===== src/rtl/axi_lite_write_engine.sv =====
// ---------------------------------------------------------------------------
// axi_lite_write_engine
//
// AXI4-Lite write master behind the PCIe-to-AXI-Lite bridge. It accepts a
// decoded memory-write request (BAR hit, PCIe address, byte enables, 32-bit
// payload). The PCIe address is translated into the AXI window of the hit
// BAR, and AW and W are then presented together. Several writes may wait for
// their B response at the same time. Their AXI addresses are queued, so a
// failing BRESP can be reported against the address that caused it. A
// watchdog flags a response that never arrives.
//
// Ports
//   m_axi_aclk, m_axi_areset   clock, synchronous active-high reset
//   m_axi_aw*                  write address channel (awprot tied 0)
//   m_axi_w*                   write data channel
//   m_axi_b*                   write response channel (bready tied 1)
//   mem_req_*                  request from the TLP decoder (valid/ready)
//   wr_outstanding             writes whose AW is done and whose B is not
//   wr_err                     1-cycle pulse: error BRESP or unmapped write dropped
//   wr_err_addr, wr_err_resp   details of the most recent error
//   wr_timeout                 sticky: no B seen for TIMEOUT_CYCLES cycles
//
// Issue FSM
//   state    | meaning
//   ST_IDLE  | slot free, may accept a request
//   ST_BOTH  | awvalid and wvalid both asserted
//   ST_AW    | W done, waiting for awready
//   ST_W     | AW done, waiting for wready
// ---------------------------------------------------------------------------
module axi_lite_write_engine #(
    parameter int          TCQ               = 1,
    parameter int          M_AXI_TDATA_WIDTH = 32,
    parameter int          M_AXI_ADDR_WIDTH  = 32,
    parameter int          MAX_OUTSTANDING   = 4,
    parameter int          TIMEOUT_CYCLES    = 1024,
    parameter logic [63:0] BAR0AXI           = 64'h0,
    parameter logic [63:0] BAR1AXI           = 64'h0,
    parameter logic [63:0] BAR2AXI           = 64'h0,
    parameter logic [63:0] BAR3AXI           = 64'h0,
    parameter logic [63:0] BAR4AXI           = 64'h0,
    parameter logic [63:0] BAR5AXI           = 64'h0,
    parameter int          BAR0SIZE          = 12,
    parameter int          BAR1SIZE          = 12,
    parameter int          BAR2SIZE          = 12,
    parameter int          BAR3SIZE          = 12,
    parameter int          BAR4SIZE          = 12,
    parameter int          BAR5SIZE          = 12
) (
    input  logic                           m_axi_aclk,
    input  logic                           m_axi_areset,

    output logic [M_AXI_ADDR_WIDTH-1:0]    m_axi_awaddr,
    output logic [2:0]                     m_axi_awprot,
    output logic                           m_axi_awvalid,
    input  logic                           m_axi_awready,

    output logic [M_AXI_TDATA_WIDTH-1:0]   m_axi_wdata,
    output logic [M_AXI_TDATA_WIDTH/8-1:0] m_axi_wstrb,
    output logic                           m_axi_wvalid,
    input  logic                           m_axi_wready,

    input  logic [1:0]                     m_axi_bresp,
    input  logic                           m_axi_bvalid,
    output logic                           m_axi_bready,

    input  logic                           mem_req_valid,
    output logic                           mem_req_ready,
    input  logic [2:0]                     mem_req_bar_hit,
    input  logic [31:0]                    mem_req_pcie_address,
    input  logic [3:0]                     mem_req_byte_enable,
    input  logic                           mem_req_write_readn,
    input  logic                           mem_req_phys_func,
    input  logic [31:0]                    mem_req_write_data,

    output logic [4:0]                     wr_outstanding,
    output logic                           wr_err,
    output logic [M_AXI_ADDR_WIDTH-1:0]    wr_err_addr,
    output logic [1:0]                     wr_err_resp,
    output logic                           wr_timeout
);

    localparam int AW    = M_AXI_ADDR_WIDTH;
    localparam int DW    = M_AXI_TDATA_WIDTH;
    localparam int SW    = DW / 8;
    localparam int PTR_W = (MAX_OUTSTANDING > 1) ? $clog2(MAX_OUTSTANDING) : 1;
    localparam int TMR_W = $clog2(TIMEOUT_CYCLES + 1);

    localparam logic [4:0]       MAX_CNT  = 5'(MAX_OUTSTANDING);
    localparam logic [TMR_W-1:0] TMR_LOAD = TMR_W'(TIMEOUT_CYCLES);
    localparam logic [PTR_W-1:0] PTR_LAST = PTR_W'(MAX_OUTSTANDING - 1);

    // The aperture mask keeps the PCIe offset bits; the base supplies the rest.
    localparam logic [AW-1:0] BAR0MASK = AW'((64'd1 << BAR0SIZE) - 64'd1);
    localparam logic [AW-1:0] BAR1MASK = AW'((64'd1 << BAR1SIZE) - 64'd1);
    localparam logic [AW-1:0] BAR2MASK = AW'((64'd1 << BAR2SIZE) - 64'd1);
    localparam logic [AW-1:0] BAR3MASK = AW'((64'd1 << BAR3SIZE) - 64'd1);
    localparam logic [AW-1:0] BAR4MASK = AW'((64'd1 << BAR4SIZE) - 64'd1);
    localparam logic [AW-1:0] BAR5MASK = AW'((64'd1 << BAR5SIZE) - 64'd1);
    localparam logic [AW-1:0] DW_ALIGN = ~AW'(3);

    typedef enum logic [1:0] {
        ST_IDLE = 2'd0,
        ST_BOTH = 2'd1,
        ST_AW   = 2'd2,
        ST_W    = 2'd3
    } state_t;

    state_t            state_q, state_d;
    logic [AW-1:0]     awaddr_q, awaddr_d;
    logic [DW-1:0]     wdata_q, wdata_d;
    logic [SW-1:0]     wstrb_q, wstrb_d;
    logic [4:0]        outstanding_q, outstanding_d;
    logic [AW-1:0]     fifo_q [MAX_OUTSTANDING];
    logic [AW-1:0]     fifo_d [MAX_OUTSTANDING];
    logic [PTR_W-1:0]  wr_ptr_q, wr_ptr_d;
    logic [PTR_W-1:0]  rd_ptr_q, rd_ptr_d;
    logic [TMR_W-1:0]  tmr_q, tmr_d;
    logic              timeout_q, timeout_d;
    logic              err_q, err_d;
    logic [AW-1:0]     err_addr_q, err_addr_d;
    logic [1:0]        err_resp_q, err_resp_d;
    logic              drop_pend_q, drop_pend_d;
    logic [AW-1:0]     drop_addr_q, drop_addr_d;

    logic [AW-1:0]     base_sel;
    logic [AW-1:0]     mask_sel;
    logic              bar_mapped;
    logic [AW-1:0]     pcie_ext;
    logic [AW-1:0]     xlat_addr;
    logic [DW-1:0]     wdata_new;
    logic [SW-1:0]     wstrb_new;
    logic              xfer;
    logic              xfer_mapped;
    logic              xfer_drop;
    logic              aw_hs;
    logic              w_hs;
    logic              b_hs;
    logic              b_err;
    logic              unused_ok;

    assign unused_ok = mem_req_phys_func ^ TCQ[0];

    function automatic logic [PTR_W-1:0] ptr_inc(input logic [PTR_W-1:0] p);
        return (p == PTR_LAST) ? '0 : p + PTR_W'(1);
    endfunction

    // Address translation
    always_comb begin
        base_sel   = '0;
        mask_sel   = '0;
        bar_mapped = 1'b1;
        case (mem_req_bar_hit)
            3'd0:    begin base_sel = BAR0AXI[AW-1:0]; mask_sel = BAR0MASK; end
            3'd1:    begin base_sel = BAR1AXI[AW-1:0]; mask_sel = BAR1MASK; end
            3'd2:    begin base_sel = BAR2AXI[AW-1:0]; mask_sel = BAR2MASK; end
            3'd3:    begin base_sel = BAR3AXI[AW-1:0]; mask_sel = BAR3MASK; end
            3'd4:    begin base_sel = BAR4AXI[AW-1:0]; mask_sel = BAR4MASK; end
            3'd5:    begin base_sel = BAR5AXI[AW-1:0]; mask_sel = BAR5MASK; end
            default: bar_mapped = 1'b0;
        endcase
    end

    assign pcie_ext  = AW'(mem_req_pcie_address);
    assign xlat_addr = ((base_sel & ~mask_sel) | (pcie_ext & mask_sel)) & DW_ALIGN;

    // On a 64-bit bus the 32-bit payload is replicated; address bit 2 picks the lane.
    if (DW == 64) begin : g_dw64
        assign wdata_new = {mem_req_write_data, mem_req_write_data};
        assign wstrb_new = mem_req_pcie_address[2] ? {mem_req_byte_enable, 4'h0}
                                                   : {4'h0, mem_req_byte_enable};
    end else begin : g_dw32
        assign wdata_new = mem_req_write_data;
        assign wstrb_new = mem_req_byte_enable;
    end

    // A held drop report also blocks new requests, so a second drop cannot
    // overwrite the first before the first is reported.
    assign mem_req_ready = !m_axi_areset && (state_q == ST_IDLE) && !drop_pend_q &&
                           (outstanding_q < MAX_CNT);
    assign xfer        = mem_req_valid && mem_req_ready && mem_req_write_readn;
    assign xfer_mapped = xfer && bar_mapped;
    assign xfer_drop   = xfer && !bar_mapped;

    assign m_axi_awvalid = (state_q == ST_BOTH) || (state_q == ST_AW);
    assign m_axi_wvalid  = (state_q == ST_BOTH) || (state_q == ST_W);
    assign aw_hs         = m_axi_awvalid && m_axi_awready;
    assign w_hs          = m_axi_wvalid && m_axi_wready;
    // A B with nothing outstanding is spurious and is ignored entirely.
    assign b_hs          = m_axi_bvalid && (outstanding_q != 5'd0);
    assign b_err         = b_hs && (m_axi_bresp != 2'b00);

    // Issue FSM
    always_comb begin
        state_d  = state_q;
        awaddr_d = awaddr_q;
        wdata_d  = wdata_q;
        wstrb_d  = wstrb_q;
        case (state_q)
            ST_IDLE: begin
                if (xfer_mapped) begin
                    state_d  = ST_BOTH;
                    awaddr_d = xlat_addr;
                    wdata_d  = wdata_new;
                    wstrb_d  = wstrb_new;
                end
            end
            ST_BOTH: begin
                case ({aw_hs, w_hs})
                    2'b11:   state_d = ST_IDLE;
                    2'b10:   state_d = ST_W;
                    2'b01:   state_d = ST_AW;
                    default: state_d = ST_BOTH;
                endcase
            end
            ST_AW:   if (m_axi_awready) state_d = ST_IDLE;
            ST_W:    if (m_axi_wready)  state_d = ST_IDLE;
            default: state_d = ST_IDLE;
        endcase
    end

    // Outstanding count and the address queue used for error reporting
    always_comb begin
        outstanding_d = outstanding_q;
        case ({aw_hs, b_hs})
            2'b10:   outstanding_d = outstanding_q + 5'd1;
            2'b01:   outstanding_d = outstanding_q - 5'd1;
            default: outstanding_d = outstanding_q;
        endcase

        fifo_d = fifo_q;
        if (aw_hs) begin
            fifo_d[wr_ptr_q] = awaddr_q;
        end
        wr_ptr_d = aw_hs ? ptr_inc(wr_ptr_q) : wr_ptr_q;
        rd_ptr_d = b_hs  ? ptr_inc(rd_ptr_q) : rd_ptr_q;
    end

    // Response watchdog: down-counter reloaded whenever a B arrives or nothing
    // is outstanding; the timeout fires on the step from 1 to 0.
    always_comb begin
        tmr_d     = tmr_q;
        timeout_d = timeout_q;
        if (m_axi_bvalid || (outstanding_q == 5'd0)) begin
            tmr_d = TMR_LOAD;
        end else if (tmr_q != '0) begin
            tmr_d = tmr_q - TMR_W'(1);
            if (tmr_q == TMR_W'(1)) begin
                timeout_d = 1'b1;
            end
        end
    end

    // Error reporting: a B error wins the cycle; a simultaneous drop is held
    // and reported on the following cycle.
    always_comb begin
        err_d       = 1'b0;
        err_addr_d  = err_addr_q;
        err_resp_d  = err_resp_q;
        drop_pend_d = drop_pend_q;
        drop_addr_d = drop_addr_q;
        if (b_err) begin
            err_d      = 1'b1;
            err_addr_d = fifo_q[rd_ptr_q];
            err_resp_d = m_axi_bresp;
            if (xfer_drop) begin
                drop_pend_d = 1'b1;
                drop_addr_d = pcie_ext;
            end
        end else if (drop_pend_q) begin
            err_d       = 1'b1;
            err_addr_d  = drop_addr_q;
            err_resp_d  = 2'b11;
            drop_pend_d = 1'b0;
        end else if (xfer_drop) begin
            err_d      = 1'b1;
            err_addr_d = pcie_ext;
            err_resp_d = 2'b11;
        end
    end

    always_ff @(posedge m_axi_aclk) begin
        if (m_axi_areset) begin
            state_q       <= ST_IDLE;
            awaddr_q      <= '0;
            wdata_q       <= '0;
            wstrb_q       <= '0;
            outstanding_q <= '0;
            for (int i = 0; i < MAX_OUTSTANDING; i++) begin
                fifo_q[i] <= '0;
            end
            wr_ptr_q      <= '0;
            rd_ptr_q      <= '0;
            tmr_q         <= TMR_LOAD;
            timeout_q     <= 1'b0;
            err_q         <= 1'b0;
            err_addr_q    <= '0;
            err_resp_q    <= '0;
            drop_pend_q   <= 1'b0;
            drop_addr_q   <= '0;
        end else begin
            state_q       <= state_d;
            awaddr_q      <= awaddr_d;
            wdata_q       <= wdata_d;
            wstrb_q       <= wstrb_d;
            outstanding_q <= outstanding_d;
            fifo_q        <= fifo_d;
            wr_ptr_q      <= wr_ptr_d;
            rd_ptr_q      <= rd_ptr_d;
            tmr_q         <= tmr_d;
            timeout_q     <= timeout_d;
            err_q         <= err_d;
            err_addr_q    <= err_addr_d;
            err_resp_q    <= err_resp_d;
            drop_pend_q   <= drop_pend_d;
            drop_addr_q   <= drop_addr_d;
        end
    end

    assign m_axi_awaddr   = awaddr_q;
    assign m_axi_awprot   = 3'b000;
    assign m_axi_wdata    = wdata_q;
    assign m_axi_wstrb    = wstrb_q;
    assign m_axi_bready   = 1'b1;
    assign wr_outstanding = outstanding_q;
    assign wr_err         = err_q;
    assign wr_err_addr    = err_addr_q;
    assign wr_err_resp    = err_resp_q;
    assign wr_timeout     = timeout_q;

endmodule


===== config.mk =====
export PLATFORM = sky130hd
export DESIGN_NAME = axi_lite_write_engine
export DESIGN_NICKNAME = d
export VERILOG_FILES = /design/src/rtl/axi_lite_write_engine.sv
export SDC_FILE = /design/constraint.sdc
export NUM_CORES = 1
export LEC_CHECK = 0
export BUFFER_PORTS_ARGS = -buffer_cell sky130_fd_sc_hd__buf_2
export CAP_MARGIN = 20
export CORE_MARGIN = 2
export CORE_UTILIZATION = 48
export CTS_BUF_LIST = sky130_fd_sc_hd__clkbuf_16
export DETAILED_ROUTE_END_ITERATION = 10
export MAX_ROUTING_LAYER = met4
export PLACE_DENSITY_LB_ADDON = 0.3
export SLEW_MARGIN = 10
export SYNTH_ARGS = -nofsm -noshare
export SYNTH_HDL_FRONTEND = slang
export SYNTH_SLANG_ARGS = --single-unit

===== constraint.sdc =====
create_clock -name m_axi_aclk -period 2.6 [get_ports m_axi_aclk]
set_input_delay 0.52 -clock m_axi_aclk [delete_from_list [all_inputs] [get_ports m_axi_aclk]]
set_output_delay 0.52 -clock m_axi_aclk [all_outputs]
set_load 0.02 [all_outputs]

==> metrics, run 1 <==
status=completed; slowest cell on the critical path=ha_1; worst reg-to-reg path cell count=11; LEAKAGE=0.00370 uW; Die W=129 um; minimum clock period=2.48 ns; CP endpoint=wr_outstanding[4]; most frequent cells in the layout=nand2_1 (299), dfxtp_1 (175), buf_2 (167); fmax=0.403 GHz; pre-CTS setup slack=0.146 ns; largest net degree at the start of global routing=95; P per Cell Area=843 mW/mm2; Root Driver=clkbuf_16; die extent in y=129 um; Relative slew margins=0.321; gp weighted congestion=0.844; Critical Path Max Stage Delay=0.37 ns; initial antenna violation count=0; Mapped Area=0.00749 mm2; first-pass GRT wire length=29.9 mm; WL per Instance=14.7 um; detailed-placement wirelength estimate=12.1 mm; most common library cell in the layout ignoring fill and taps=nand2_1; area grow syn2layout=19.1%; endpoints failing setup=0; Synth Flop Type=dfxtp_1; RSZ-0062 raised after global routing=no; post-synthesis register bit count=177; Via-to-Cell Ratio=5.21; Required @ worst endpoint=2.92 ns; worst-path maximum fanout=7; FFs w/ async S/R, synth=0; I/O Pins=197; crit path from=state_q[1]; H-tree Lvls=4; crit-path cells=inv_2 > ha_4 > and2_1 > inv_1 > ha_1 > ha_1 > a21bo_2 > a31oi_1 > a311oi_1 > o21a_1 > o21a_1; FF-to-FF Start=state_q[1]; DRC Markers=0; post-cts resize count=0; CORE AREA=0.0152 mm2; clk_skew=0.00656 ns; clk buf depth=2; Top delay family on crit path=adder cells; max-slew violations=0; HP Class=input pin to flip-flop; worst slew pin tran=1.02 ns; routed wire length=18.4 mm; worst skew pair latency=0.42 ns; final period utilization=0.955; sequential-to-total area share from yosys stat=0.473; GRT Overall Usage=0.232; hold slack=0.326 ns; Post-CTS Hold Fix Bufs=0; Routed Antenna Nets=0; Fin. Hold Viols=0; TritonCTS Sinks=177; worst vdd ir=0.467 mV; dpl cell area=0.00839 mm2; r2r endpoint=wr_outstanding[4]; MaxCap Viol Count=0; Worst-path clk slew=0.06 ns; CTS Buf Count=17; post-route cell area=0.00892 mm2; starting density of the core=0.493; drt pass-1 iters=5; layout cell share with drive strength beyond 1=0.240; Post-synth EDFFs=0; crit path kind=flip-flop to flip-flop; num rows=45; via count=6,555; setup TNS=0 ns; Cells after Synth=912; Cell variety after synth=55; Critical Path Start Type=flip-flop; TritonCTS clock tree=built; Worst EP arrival=2.80 ns; Crit path depth=11; Nets=1,155; DRT iter0 DRCs=425; number of diodes=0; CP Buf/Inv Count=2; final worst setup slack=0.116 ns; vias in the first global route=6,121; r2r setup slk=0.12 ns; CP Capture Type=flip-flop; die area=0.0166 mm2; Avg Cell Area, Syn=8.22 um2; post-CTS setup buffers=0; IO buf count=168; YS warnings=0; grt ovf=0
==> worst reg2reg max path, stage by stage, from the launching register on <==
cell and delay (ns):
dfxtp_2 0.36, inv_2 0.07, ha_4 0.30, and2_1 0.15, inv_1 0.06, ha_1 0.24, ha_1 0.37, a21bo_2 0.23
a31oi_1 0.14, a311oi_1 0.08, o21a_1 0.21, o21a_1 0.17
==> report_power, final <==
part           total [uW]  switching (uW)  internal, uW
sequential           3100             191          2910
clock                2360             993          1370
combinational        2060            1230           826
total                7520            2420          5100
==> metrics by stage <==
step	utilization	std cells	power (uW)
3_5_place_dp	0.552	1228	5190
3_3_place_gp	0.552	1228	5160
6_report	0.587	1258	7520
2_1_floorplan	-	936	4630
5_1_grt	0.587	1258	7930
4_1_cts	0.587	1258	7570
==> sequential cells by signal, summed over array words and instances (netlist names) <==
name            count
wr_ptr_q            2
wr_outstanding      5
state_q             2
drop_pend_q         1
wr_err              1
m_axi_wdata        32
fifo_q             40
drop_addr_q        32
wr_timeout          1
m_axi_awaddr       10
rd_ptr_q            2
wr_err_resp         2
tmr_q              11
m_axi_wstrb         4
wr_err_addr        32
==> routing by layer <==
layer	track usage	share of wire	up-vias	wire [um]
met5	-	0	-	0
met4	0.0806	0.019	0	351
met3	0.0541	0.059	29	1080
met2	0.368	0.47	212	8700
li1	-	-	3285	-
met1	0.292	0.45	3029	8300
==> synth_stat cells (4+ instances only) <==
cell	n	area, um2
nand2_1	299	1120
dfxtp_1	177	3540
a21oi_1	149	746
clkbuf_1	34	128
nor2_1	32	120
buf_4	28	210
mux2_2	22	248
inv_1	20	75.1
ha_1	15	188
buf_2	14	70.1
o22ai_1	11	68.8
mux4_2	10	225
o32ai_1	10	87.6
xor2_1	7	61.3
and3_1	6	37.5
and2_1	5	31.3
buf_1	5	18.8
nand3_1	5	25.0
nor3_1	5	25.0
nand4b_1	4	35.0
xnor2_1	4	35.0
==> final cells by class <==
type,count,area (um2)
fillers,1406,6280
inverters,21,78.8
flip-flops and latches,177,3550
clock inverters,13,108
repair buffers,187,998
clock buffers,17,425
multi-input cells,655,3530
well taps,188,235
==> how the worst min path moves through the flow <==
stage	start	to	slack [ns]	cells after the start
after floorplan	drop_addr_q[31]	wr_err_addr[31]	0.43	2
after global placement	m_axi_wdata[4]	m_axi_wdata[4]	0.44	2
after detailed placement	m_axi_wdata[19]	m_axi_wdata[19]	0.44	2
after CTS	mem_req_write_data[8]	m_axi_wdata[8]	0.31	3
after global routing	mem_req_write_data[21]	m_axi_wdata[21]	0.33	3
final	mem_req_write_data[21]	m_axi_wdata[21]	0.33	3
==> kinds of logic (layout without fill, tap and decap cells) <==
| family | Yosys count | in the layout | synth area share |
|---|---|---|---|
| muxes | 35 | 35 | 0.0671 |
| AOI/OAI and AO/OA | 193 | 193 | 0.145 |
| buffers and inverters | 104 | 238 | 0.0705 |
| DFF | 177 | 177 | 0.473 |
| other | 2 | 26 | 0.00100 |
| and+or+nand+nor | 375 | 375 | 0.205 |
| xor gates and xnor gates | 11 | 11 | 0.0129 |
| adders and majority gates | 15 | 15 | 0.0251 |
Note: power is estimated with default switching activity, not from simulation.
==> run 2: changes to the inputs <==
- CORE_UTILIZATION: 48 -> 30
==> run 2 against run 1 <==
  * Sequential cell count did not move
  * Hold slack got worse by 0.0035 ns
  * Clock-buffer cell count unchanged
  * Largest power group unchanged
  * Sequential share of layout area is 1.1 points lower
  * Design area is 3.0% higher
  * Non-clock buffer count is 3 higher
  * Setup slack improved by 0.070 ns
  * Wire length increased by 7.4%
  * Sequential power about the same
  * Core utilization fell by 21 points
==> metrics, run 2 (same netlist as run 1, synthesis figures left out) <==
worst slew pin tran=0.663 ns (-0.356 ns); WL per Instance=14.1 um (-3.5%); largest net degree at the start of global routing=135 (+42%); first-pass GRT wire length=31.5 mm (+5.2%); initial antenna violation count=1 (+1); setup TNS=0 ns (unchanged); clk buf depth=2 (unchanged); vias in the first global route=6,085 (-0.59%); via count=6,388 (-2.5%); fmax=0.414 GHz (+2.9%); minimum clock period=2.41 ns (-0.0700 ns); num rows=57 (+27%); area grow syn2layout=22.6%; worst-path maximum fanout=7 (unchanged); Top cell by count, worst path=o21a_1; TritonCTS Sinks=177 (unchanged); MaxCap Viol Count=0 (unchanged); DRT iter0 DRCs=305 (-28%); die extent in y=162 um (+26%); Largest Register=fifo_q; Relative slew margins=0.558 (+0.237); starting density of the core=0.307 (-0.186); GRT Overall Usage=0.156 (-0.0767); final core utilization=0.377 (-0.210); drt pass-1 iters=4 (-1); detailed-placement wirelength estimate=13.3 mm (+9.5%); CTS Buf Count=17 (unchanged); most frequent cells in the layout=nand2_1 (299), dfxtp_1 (175), buf_2 (167); Fin. Hold Viols=0 (unchanged); Die W=162 um (+26%); Routed Antenna Nets=0 (unchanged); I/O Pins=197 (unchanged); slowest cell on the critical path=dfxtp_2; TritonCTS clock tree=built; H-tree Lvls=4 (unchanged); Via-to-Cell Ratio=4.56 (-12%); layout cell share with drive strength beyond 1=0.252 (+0.0119); Worst-path clk slew=0.07 ns (about the same); RSZ-0062 raised after global routing=no; FILL cells=2,526 (+80%); Critical Path Start Type=flip-flop; status=completed; max-slew violations=0 (unchanged); IO buf count=168 (unchanged); CP Capture Type=flip-flop; Required @ worst endpoint=2.93 ns (about the same); P per Cell Area=839 mW/mm2 (-0.43%); crit path kind=flip-flop to flip-flop; CORE AREA=0.0244 mm2 (+60%); gp weighted congestion=0.786 (-6.9%); die area=0.0263 mm2 (+58%); worst vdd ir=0.435 mV (-7.0%); most common library cell in the layout ignoring fill and taps=nand2_1; final period utilization=0.929 (-0.0269); grt ovf=0 (unchanged); worst skew pair latency=0.43 ns (about the same); crit-path cells=inv_2 > ha_4 > and2_1 > inv_1 > ha_2 > ha_1 > a21bo_2 > a31oi_1 > a311oi_1 > o21a_1 > o21a_1; DRC Markers=0 (unchanged); Nets=1,158 (+0.26%); Worst EP arrival=2.74 ns (-0.06 ns); HP Class=input pin to flip-flop; max FFs per register=40 (unchanged); Root Driver=clkbuf_16; LEAKAGE=0.00372 uW (+0.60%); endpoints failing setup=0 (unchanged); clk_skew=0.0153 ns (+0.00869 ns); routed wire length=19.8 mm (+7.4%); Critical Path Max Stage Delay=0.36 ns (about the same)
[run 2: area by class of cell]
cell class | count | area [um2] | share of cell area
well taps | 324 | 405 | 0.0441
multi-input cells | 655 | 3530 | 0.385
clock buffers | 17 | 425 | 0.0463
diodes | 1 | 2.50 | 0.000272
inverters | 21 | 78.8 | 0.00858
clock inverters | 15 | 149 | 0.0162
repair buffers | 190 | 1050 | 0.114
flip-flops and latches | 177 | 3550 | 0.386
[run 2: final timing paths]
check | from | to | slack (ns) | depth (start not counted)
setup / recovery | state_q[1] | wr_outstanding[4] | 0.19 | 11
hold / removal | mem_req_write_data[30] | m_axi_wdata[30] | 0.32 | 3
setup reg to reg | state_q[1] | wr_outstanding[4] | 0.19 | 11
hold reg to reg | m_axi_wstrb[3] | m_axi_wstrb[3] | 0.45 | 2
[run 2: power by group]
part / switching [uW] / total (uW) / internal (uW)
Sequential: 193 / 3100 / 2900
Clock: 1190 / 2540 / 1350
Combinational: 1230 / 2070 / 843
[run 2: per-stage QoR]
stage | hold WS, ns | setup WS [ns] | cells | total power (uW) | area (um2)
2_1_floorplan | 0.432 | 0.0104 | 936 | 4630 | 7620
3_3_place_gp | 0.438 | 0.150 | 1367 | 5210 | 8610
3_5_place_dp | 0.443 | 0.127 | 1367 | 5230 | 8610
4_1_cts | 0.303 | 0.119 | 1399 | 7800 | 9180
5_1_grt | 0.310 | 0.0208 | 1400 | 8180 | 9190
6_report | 0.323 | 0.186 | 1400 | 7710 | 9190
[run 2: what timing repair did]
action	4_1_cts	5_1_grt
hold buffers	0	0
buffers inserted	0	0
resized for setup	0	1
endpoints found under the setup margin	0	1
[run 2: critical path: cells and delay by family (launching register included)]
family | cells | cell delay [ns]
flops | 1 | 0.36
compound gates | 5 | 0.80
fa+ha+maj | 3 | 0.87
simple gates | 1 | 0.15
buf+inv | 2 | 0.13
[run 2: metal layers]
layer,GRT usage,share of wire,vias to the layer above
met5,-,0,-
li1,-,-,3288
met3,0.0437,0.070,13
met4,0.0358,0.011,0
met1,0.192,0.45,2891
met2,0.254,0.47,196
